`config.mk`:
```
export PLATFORM = sky130hd
export DESIGN_NAME = cpu_run_ctrl_flat
export DESIGN_NICKNAME = d
export VERILOG_FILES = /design/src/rtl/cpu_run_ctrl_if.sv /design/src/rtl/cpu_run_ctrl.sv /design/src/flat_wrapper.sv
export SDC_FILE = /design/constraint.sdc
export NUM_CORES = 1
export LEC_CHECK = 0
export ABC_AREA = 1
export CAP_MARGIN = 20
export CORE_ASPECT_RATIO = 1.1
export CORE_MARGIN = 2
export CORE_UTILIZATION = 25
export CTS_BUF_LIST = sky130_fd_sc_hd__clkbuf_8
export DETAILED_ROUTE_END_ITERATION = 6
export GPL_TIMING_DRIVEN = 0
export PLACE_DENSITY = 0.47
export SLEW_MARGIN = 20
export SYNTH_ARGS = -nofsm -noshare
export SYNTH_HDL_FRONTEND = slang
export SYNTH_SLANG_ARGS = --single-unit
```
`constraint.sdc`:
```
create_clock -name clk -period 2.2 [get_ports clk]
set_input_delay 0.44 -clock clk [delete_from_list [all_inputs] [get_ports clk]]
set_output_delay 0.44 -clock clk [all_outputs]
set_load 0.05 [all_outputs]
```
`src/rtl/cpu_run_ctrl_if.sv`:
```
// cpu_run_ctrl_if: CPU-side bus between the core and its run/step/breakpoint sequencer
interface cpu_run_ctrl_if #(parameter int CNT_W = 32);
  logic halt_req;
  logic [31:0] pc;
  logic [31:0] bp_addr;
  logic bp_valid;
  logic cpu_en;
  logic [1:0] state;
  logic [CNT_W-1:0] instr_cnt;
  logic timeout;
  modport master (
    output halt_req, pc, bp_addr, bp_valid,
    input cpu_en, state, instr_cnt, timeout
  );
  modport slave (
    input halt_req, pc, bp_addr, bp_valid,
    output cpu_en, state, instr_cnt, timeout
  );
endinterface

```
`src/rtl/cpu_run_ctrl.sv`:
```
// cpu_run_ctrl: debounced run/step/halt sequencer driving cpu_en with PC breakpoint and retired count; CYCLE_LIMIT_EN adds the run-cycle limit and timeout
module cpu_run_ctrl #(
  parameter int DEBOUNCE_CYCLES = 20000,
  parameter int CNT_W = 32
`ifdef CYCLE_LIMIT_EN
  ,
  parameter logic [31:0] MAX_RUN_CYCLES = 32'd10_000_000
`endif
) (
  input logic clk,
  input logic rst,
  input logic btn_run,
  input logic btn_step,
  input logic btn_halt,
  cpu_run_ctrl_if.slave io
);
  localparam int DW = $clog2(DEBOUNCE_CYCLES) + 1;
  localparam logic [DW-1:0] DB_LAST = DW'(DEBOUNCE_CYCLES - 1);
  typedef enum logic [1:0] {HALT = 2'b00, RUN = 2'b01, STEP = 2'b10, BREAK = 2'b11} state_t;
  state_t state_q, state_d;
  logic [2:0] sync1_q, sync2_q, db_q, db_d, pulse_q, pulse_d;
  logic [2:0][DW-1:0] dcnt_q, dcnt_d;
  logic skip_q, skip_d;
  logic [CNT_W-1:0] cnt_q, cnt_d;
  logic bp_hit, run_p, step_p, halt_p, limit;
  assign {halt_p, step_p, run_p} = pulse_q;
  assign bp_hit = io.bp_valid && io.pc == io.bp_addr && !skip_q;
  assign io.cpu_en = !io.halt_req && (state_q == STEP || (state_q == RUN && !bp_hit));
  assign io.state = state_q;
  assign io.instr_cnt = cnt_q;
  always_comb begin
    for (int i = 0; i < 3; i++) begin
      dcnt_d[i] = (sync2_q[i] == db_q[i] || dcnt_q[i] == DB_LAST) ? '0 : dcnt_q[i] + 1'b1;
      db_d[i] = (sync2_q[i] != db_q[i] && dcnt_q[i] == DB_LAST) ? sync2_q[i] : db_q[i];
    end
    pulse_d = db_d & ~db_q;
  end
  always_comb begin
    case (state_q)
      HALT: state_d = halt_p ? HALT : step_p ? STEP : run_p ? RUN : HALT;
      RUN: state_d = (halt_p || limit || io.halt_req) ? HALT : bp_hit ? BREAK : RUN;
      STEP: state_d = HALT;
      BREAK: state_d = halt_p ? HALT : step_p ? STEP : run_p ? RUN : BREAK;
      default: state_d = HALT;
    endcase
    skip_d = (state_q == BREAK && (state_d == RUN || state_d == STEP)) || (skip_q && !io.cpu_en);
    cnt_d = (io.cpu_en && !(&cnt_q)) ? cnt_q + 1'b1 : cnt_q;
  end
  always_ff @(posedge clk or negedge rst) begin
    if (!rst) begin
      state_q <= HALT;
      sync1_q <= '0;
      sync2_q <= '0;
      db_q <= '0;
      pulse_q <= '0;
      dcnt_q <= '0;
      skip_q <= 1'b0;
      cnt_q <= '0;
    end else begin
      state_q <= state_d;
      sync1_q <= {btn_halt, btn_step, btn_run};
      sync2_q <= sync1_q;
      db_q <= db_d;
      pulse_q <= pulse_d;
      dcnt_q <= dcnt_d;
      skip_q <= skip_d;
      cnt_q <= cnt_d;
    end
  end
`ifdef CYCLE_LIMIT_EN
  logic [31:0] run_cycles_q, run_cycles_d;
  logic timeout_q, timeout_d;
  assign io.timeout = timeout_q;
  always_comb begin
    limit = state_q == RUN && run_cycles_q == MAX_RUN_CYCLES - 32'd1;
    run_cycles_d = (state_q == RUN) ? run_cycles_q + 32'd1 : '0;
    timeout_d = limit || (timeout_q && !(state_q == HALT && state_d != HALT));
  end
  always_ff @(posedge clk or negedge rst) begin
    if (!rst) begin
      run_cycles_q <= '0;
      timeout_q <= 1'b0;
    end else begin
      run_cycles_q <= run_cycles_d;
      timeout_q <= timeout_d;
    end
  end
`else
  assign limit = 1'b0;
  assign io.timeout = 1'b0;
`endif
endmodule
```
`src/flat_wrapper.sv`:
```
// flat-port wrapper written by rule: the top's interface ports become plain ports
module cpu_run_ctrl_flat 
#(
  parameter int DEBOUNCE_CYCLES = 20000,
  parameter int CNT_W = 32

)
  (clk, rst, btn_run, btn_step, btn_halt, io_halt_req, io_pc, io_bp_addr, io_bp_valid, io_cpu_en, io_state, io_instr_cnt, io_timeout);
  cpu_run_ctrl_if #(.CNT_W(CNT_W)) io_i ();
  input logic clk;
  input logic rst;
  input logic btn_run;
  input logic btn_step;
  input logic btn_halt;
  input wire logic [$bits(io_i.halt_req)-1:0] io_halt_req;
  input wire logic [$bits(io_i.pc)-1:0] io_pc;
  input wire logic [$bits(io_i.bp_addr)-1:0] io_bp_addr;
  input wire logic [$bits(io_i.bp_valid)-1:0] io_bp_valid;
  output wire logic [$bits(io_i.cpu_en)-1:0] io_cpu_en;
  output wire logic [$bits(io_i.state)-1:0] io_state;
  output wire logic [$bits(io_i.instr_cnt)-1:0] io_instr_cnt;
  output wire logic [$bits(io_i.timeout)-1:0] io_timeout;
  assign io_i.halt_req = io_halt_req;
  assign io_i.pc = io_pc;
  assign io_i.bp_addr = io_bp_addr;
  assign io_i.bp_valid = io_bp_valid;
  assign io_cpu_en = io_i.cpu_en;
  assign io_state = io_i.state;
  assign io_instr_cnt = io_i.instr_cnt;
  assign io_timeout = io_i.timeout;
  cpu_run_ctrl #(.DEBOUNCE_CYCLES(DEBOUNCE_CYCLES), .CNT_W(CNT_W)) u_core (.clk(clk), .rst(rst), .btn_run(btn_run), .btn_step(btn_step), .btn_halt(btn_halt), .io(io_i));
endmodule
```
After elaboration in Yosys (flattened, before gate mapping)

Cells that the tools add are included.

Register bits after elaboration: 95
Latch bits: 0
RAM bits: 0
Memory bits (read-only): 0
Bits of input ports: 71
Output and inout port bits: 36
Logic and storage cells: 70
Memories kept: 0

Add/subtract/negate cells: 4
Multipliers: 0
Div/mod/pow operators: 0
$lt $le $gt $ge: 0
Equal/unequal tests: 15
Shift operators: 0
Mux-type cells: 15
Bitwise gates (word level): 2
Reduce and logical (&&, ||, !) cells: 24

Operator list:

| operator                                                                | count |
|---|---|
| 16-bit by 1-bit adder with 16-bit output, second input constant         | 3 |
| 16-bit by 15-bit equality test with 1-bit output, second input constant | 3 |
| 16-bit two-way mux                                                      | 3 |
| 32-bit by 1-bit adder with 32-bit output, second input constant         | 1 |
| 32-bit equality test                                                    | 1 |
| 32-bit AND reduction                                                    | 1 |
| 2-bit two-way mux                                                       | 7 |
| 1-bit logical AND                                                       | 10 |
| 2-bit one-hot mux with 4 select lines                                   | 1 |
| 1-bit logical OR                                                        | 7 |
| 2-bit equality test, second input constant                              | 3 |
| 1-bit zero test                                                         | 5 |
| 2-bit by 1-bit equality test with 1-bit output, second input constant   | 2 |
| 1-bit two-way mux                                                       | 4 |
| 3-bit bitwise AND                                                       | 1 |
| 1-bit equality test                                                     | 3 |
| 1-bit inequality test                                                   | 3 |
| 3-bit inverter                                                          | 1 |
| 2-bit zero test                                                         | 1 |

Longest topological paths before layout

Gate-level depths: netlist (run 1).

Word-level depth: 10
Gate-level depth with buffers: 15
Depth with buffers taken out: 14

Least setup slack after synthesis (run 1)

No wires, ideal clock.

Path kind: reg2reg
Start: register u_core.cnt_q[0] (netlist: u_core.io.instr_cnt[0])
End: register u_core.cnt_q[2] (netlist: u_core.io.instr_cnt[2])
Setup time: 0.120 ns
Data arrival time: 1.901 ns
Data required time: 2.080 ns
Setup slack: 0.179 ns
Cell stages (with the launch flop): 10
Buffers on the path: 1
Period minus slack after synthesis: 2.021 ns
Cell sequence: dfrtp_1 > ha_1 > inv_1 > nor2_2 > nand2_1 > nor2_2 > nand2_2 > buf_2 > nand3_1 > nand2_1

Cells in the longest elaborated chain, start to end: 3
Elaborated cells between the ends (all ways): 4
Classes of those cells: 1 x add/sub; 3 x reduce/logical

Ends and longest elaborated chain:

| element                                                                                          | line               | RTL |
|---|---|---|
| from (decl)                                                                                      | cpu_run_ctrl.sv:24 | `logic [CNT_W-1:0] cnt_q, cnt_d;` |
| from (signal assigned)                                                                           | cpu_run_ctrl.sv:67 | `cnt_q <= cnt_d;` |
| parallel branches: the longest is 3 deep, another holds 32-bit by 1-bit adder with 32-bit output | n/a                |  |

Parallel ways; which one is timed is not known.
A chain may end at the register's enable or synchronous reset.

Worst setup path after layout (run 1)

Start: register u_core.cnt_q[25] (netlist: u_core.io.instr_cnt[25])
End: output port io_instr_cnt[25]

RTL lines:

| element   | line               | RTL |
|---|---|---|
| to (decl) | flat_wrapper.sv:21 | `output wire logic [$bits(io_i.instr_cnt)-1:0] io_instr_cnt;` |

No word-level cell between the ends.

==> results of run 1 <==
[per-layer routing]
layer  GRT usage [%]  wire [um]  vias to the layer above
met5               0          0                        -
met4           3.636        161                        0
met3           2.689        863                       13
met2           20.56       6652                      123
met1           17.28       7282                     2375
li1                -          -                     2729
[cell usage after synthesis, drive strengths merged, types with 2 or more instances]
master | instances | area [um2]
nor4 | 15 | 112.6
xnor2 | 19 | 166.4
a21oi | 18 | 90.09
inv | 108 | 407.9
xor2 | 25 | 219.0
ha | 4 | 50.05
o21ai | 6 | 30.03
nand4 | 11 | 68.82
dfrtp | 95 | 2377
a211oi | 2 | 15.01
or2 | 5 | 31.28
buf | 13 | 91.33
nand2 | 237 | 907.1
nand3b | 2 | 15.01
nor2 | 101 | 421.7
nor3b | 7 | 57.55
nand3 | 65 | 360.3
o21bai | 2 | 15.01
o21a | 2 | 15.01
nor3 | 42 | 230.2
[worst min path at each step]
stage | startpoint | end | slack [ns] | cells after the start
floorplan | rst | u_core.db_q[0] | 0.14 | 0
global placement | u_core.sync1_q[0] | u_core.sync2_q[0] | 0.34 | 0
detailed placement | u_core.sync1_q[0] | u_core.sync2_q[0] | 0.34 | 0
CTS | u_core.sync1_q[0] | u_core.sync2_q[0] | 0.36 | 0
global route | u_core.sync1_q[0] | u_core.sync2_q[0] | 0.37 | 0
finish | u_core.sync1_q[1] | u_core.sync2_q[1] | 0.36 | 0
[cell type report]
cell class / instances / area share, %
multi-input cells: 567 / 38.94
repair buffers: 118 / 14.75
plain buffers: 12 / 1.162
flip-flops and latches: 95 / 32.02
clock buffers: 9 / 1.667
clock inverters: 7 / 0.9764
inverters: 108 / 5.488
diodes: 1 / 0.03367
well taps: 295 / 4.966
[worst register-to-register path, stage by stage, from the launching register on]
cell and delay, ns:
dfrtp_2 0.44, ha_1 0.24, inv_1 0.15, nor2_2 0.16, nand2_1 0.16, nor2_2 0.24, nand2_2 0.15, buf_2 0.23
nand3_1 0.10, nand2_1 0.06
[flip-flops by register name, summed over array words and instances (netlist names)]
signal and count:
u_core.sync2_q 3, u_core.db_q 3, u_core.dcnt_q 48, u_core.pulse_q 3, u_core.io.instr_cnt 32, u_core.skip_q 1, u_core.io.state 2, u_core.sync1_q 3
[cell families (layout without fill, tap and decap cells)]
group | after synthesis | in the layout | synth area share [%]
xor gates and xnor gates | 44 | 44 | 6.754
other | 1 | 2 | 0.06573
buffers and inverters | 121 | 254 | 8.750
adders and majority gates | 4 | 4 | 0.8772
DFF | 95 | 95 | 41.67
and+or+nand+nor | 485 | 485 | 38.64
AOI/OAI and AO/OA | 33 | 33 | 3.246
[power breakdown]
| group | leakage (nW) | switching [mW] | internal, mW | total [mW] |
|---|---|---|---|---|
| sequential | 1.29 | 0.0130 | 1.76 | 1.78 |
| combinational | 2.28 | 0.148 | 0.133 | 0.281 |
| clock | 0.0956 | 0.657 | 0.528 | 1.18 |
| total | 3.67 | 0.818 | 2.42 | 3.24 |
[timing repair]
action                     CTS  global route
setup buffers               11             2
pin swaps                   48            13
resized for setup          123            21
hold buffers                 1             0
hold endpoints to repair    37             0
gates cloned                 0             0
setup endpoints to repair    7            40
[metrics by stage]
step | setup slack, ns | power [mW]
5_1_grt | -0.1012 | 3.416
3_5_place_dp | -1.148 | 2.129
3_3_place_gp | -3.171 | 2.120
2_1_floorplan | 0.1793 | 1.924
6_report | 0.04242 | 3.241
4_1_cts | -0.01830 | 3.317
==> results.py, run 1 <==
metrics = {
    "status": {
        "status": "complete, no violations",
    },
    "final_layout": {
        "final_cell_mix": "230 x nand2_1, 103 x inv_1, 93 x dfrtp_1, 74 x nor2_1, 54 x nand3_1",
        "layout.cells.non_filler": 1212,
        "utilization_pct": 33.40,
        "layout-drive-gt1-share_pct": 12.77,
        "area_growth_syn_to_layout_pct": 30.26,
        "n_fill_cell": 2464,
        "regArea_mm2": 0.002380,
        "layout_commonest_cell": "nand2_1",
        "multi_input_area_mm2": 0.002894,
        "stdcell_area_mm2": 0.007432,
        "nNetsFinal": 986,
    },
    "drt": {
        "drc": 0,
        "totalWireLength_mm": 14.96,
        "wl_per_cell_um": 12.34,
        "drtIter0Drc": 284,
        "viasPerCell": 4.323,
        "ant_nets": 0,
        "vias": 5240,
        "first_pass_iters": 5,
    },
    "floorplan": {
        "die_area_mm2": 0.02405,
        "row_count": 57,
        "start_util_pct": 25.64,
        "die_y_um": 162.4,
        "design.core.area_mm2": 0.02225,
        "pin_count": 107,
        "die_x_um": 148.0,
    },
    "power": {
        "p_per_area_mw_per_mm2": 436.1,
        "power_leakage_nw": 3.667,
        "worst_ir_drop_vdd_uv": 228.4,
    },
    "worst_setup_path": {
        "crit_chain": "clkdlybuf4s50_1",
        "r2r_cells": 9,
        "r2r_slack_ns": 0.18,
        "critical-path-top-delay-family": "buffers and inverters",
        "critPathArrivalTime_ns": 1.72,
        "cp.depth": 1,
        "timing.rr.start": "u_core.io.instr_cnt[0]",
        "required_ns": 1.76,
        "worst-path-buf-inv": 1,
        "critPathLaunchType": "flop",
        "crit_end": "io_instr_cnt[25]",
        "crit_type": "reg2out",
        "cp-end-kind": "output pin",
        "crit_fanout": 5,
        "slowest_stage": "clkdlybuf4s50_1",
        "crit_start": "u_core.io.instr_cnt[25]",
        "worstReg2RegEnd": "u_core.io.instr_cnt[1]",
        "cpPeakStageDelay_ns": 0.85,
    },
    "placement": {
        "dpl-instance-area_mm2": 0.007154,
        "dp.cells": 1184,
        "place_congestion": 0.8580,
        "hpwl_mm": 11.66,
        "port_buffers": 105,
    },
    "flow_run": {
        "max_cap_violations": 0,
    },
    "clock_tree": {
        "cts_tree": "built",
        "cts_buffers": 9,
        "clk_latency_ns": 0.38,
        "htreeDepth": 3,
        "cts.sinks": 95,
        "root_buffer": "clkbuf_8",
        "cts_buffer_depth": 2,
        "clkTransAtPathRegs_ns": 0.10,
    },
    "logic_synthesis": {
        "synth_seq_cells": 95,
        "ys_types": 36,
        "avgSynthCellArea_um2": 7.287,
        "ys_seq_area_share_pct": 41.67,
        "synth_area_mm2": 0.005705,
        "netlist_instances": 783,
        "synth_fp_nets": 858,
        "yosysWarnings": 0,
        "synth_edf_count": 0,
        "ys.flop_type": "dfrtp_1",
        "async_reset_ff_share_pct": 100.0,
    },
    "global_routing": {
        "grt_pass1_vias": 5056,
        "grt_pass1_wl_mm": 24.78,
        "grt_overflow": 0,
        "antenna_found_initial": 1,
        "grt_max_degree": 59,
        "track_usage_pct": 12.74,
    },
    "sta": {
        "final_hold_viol_count": 0,
        "drv_slew": 0,
        "worst_hold_slack_ns": 0.3593,
        "finalCritPeriodShare_pct": 98.07,
        "clock.fmax_mhz": 463.5,
        "setup_tns_ns": 0,
        "slew_headroom_pct": 63.96,
        "fin_skew_ns": 0.01570,
        "finalSetupViolCount": 0,
        "worst_pin_slew_ns": 0.5389,
        "min_period_ns": 2.158,
        "rsz0062_at_grt": "true",
    },
    "worst_hold_path": {
        "hold_path_class": "reg2reg",
    },
}
Power figures use the tool's default switching activity.
==> inputs of run 2 (changes only) <==
--- a/config.mk
+++ b/config.mk
@@ -6,6 +6,7 @@
 export NUM_CORES = 1
 export LEC_CHECK = 0
 export ABC_AREA = 1
+export ABC_CLOCK_PERIOD_IN_PS = 2200
 export CAP_MARGIN = 20
 export CORE_ASPECT_RATIO = 1.1
 export CORE_MARGIN = 2
==> results of run 2 <==
Same layout as run 1: the final DEF is identical, and so are final timing and power.
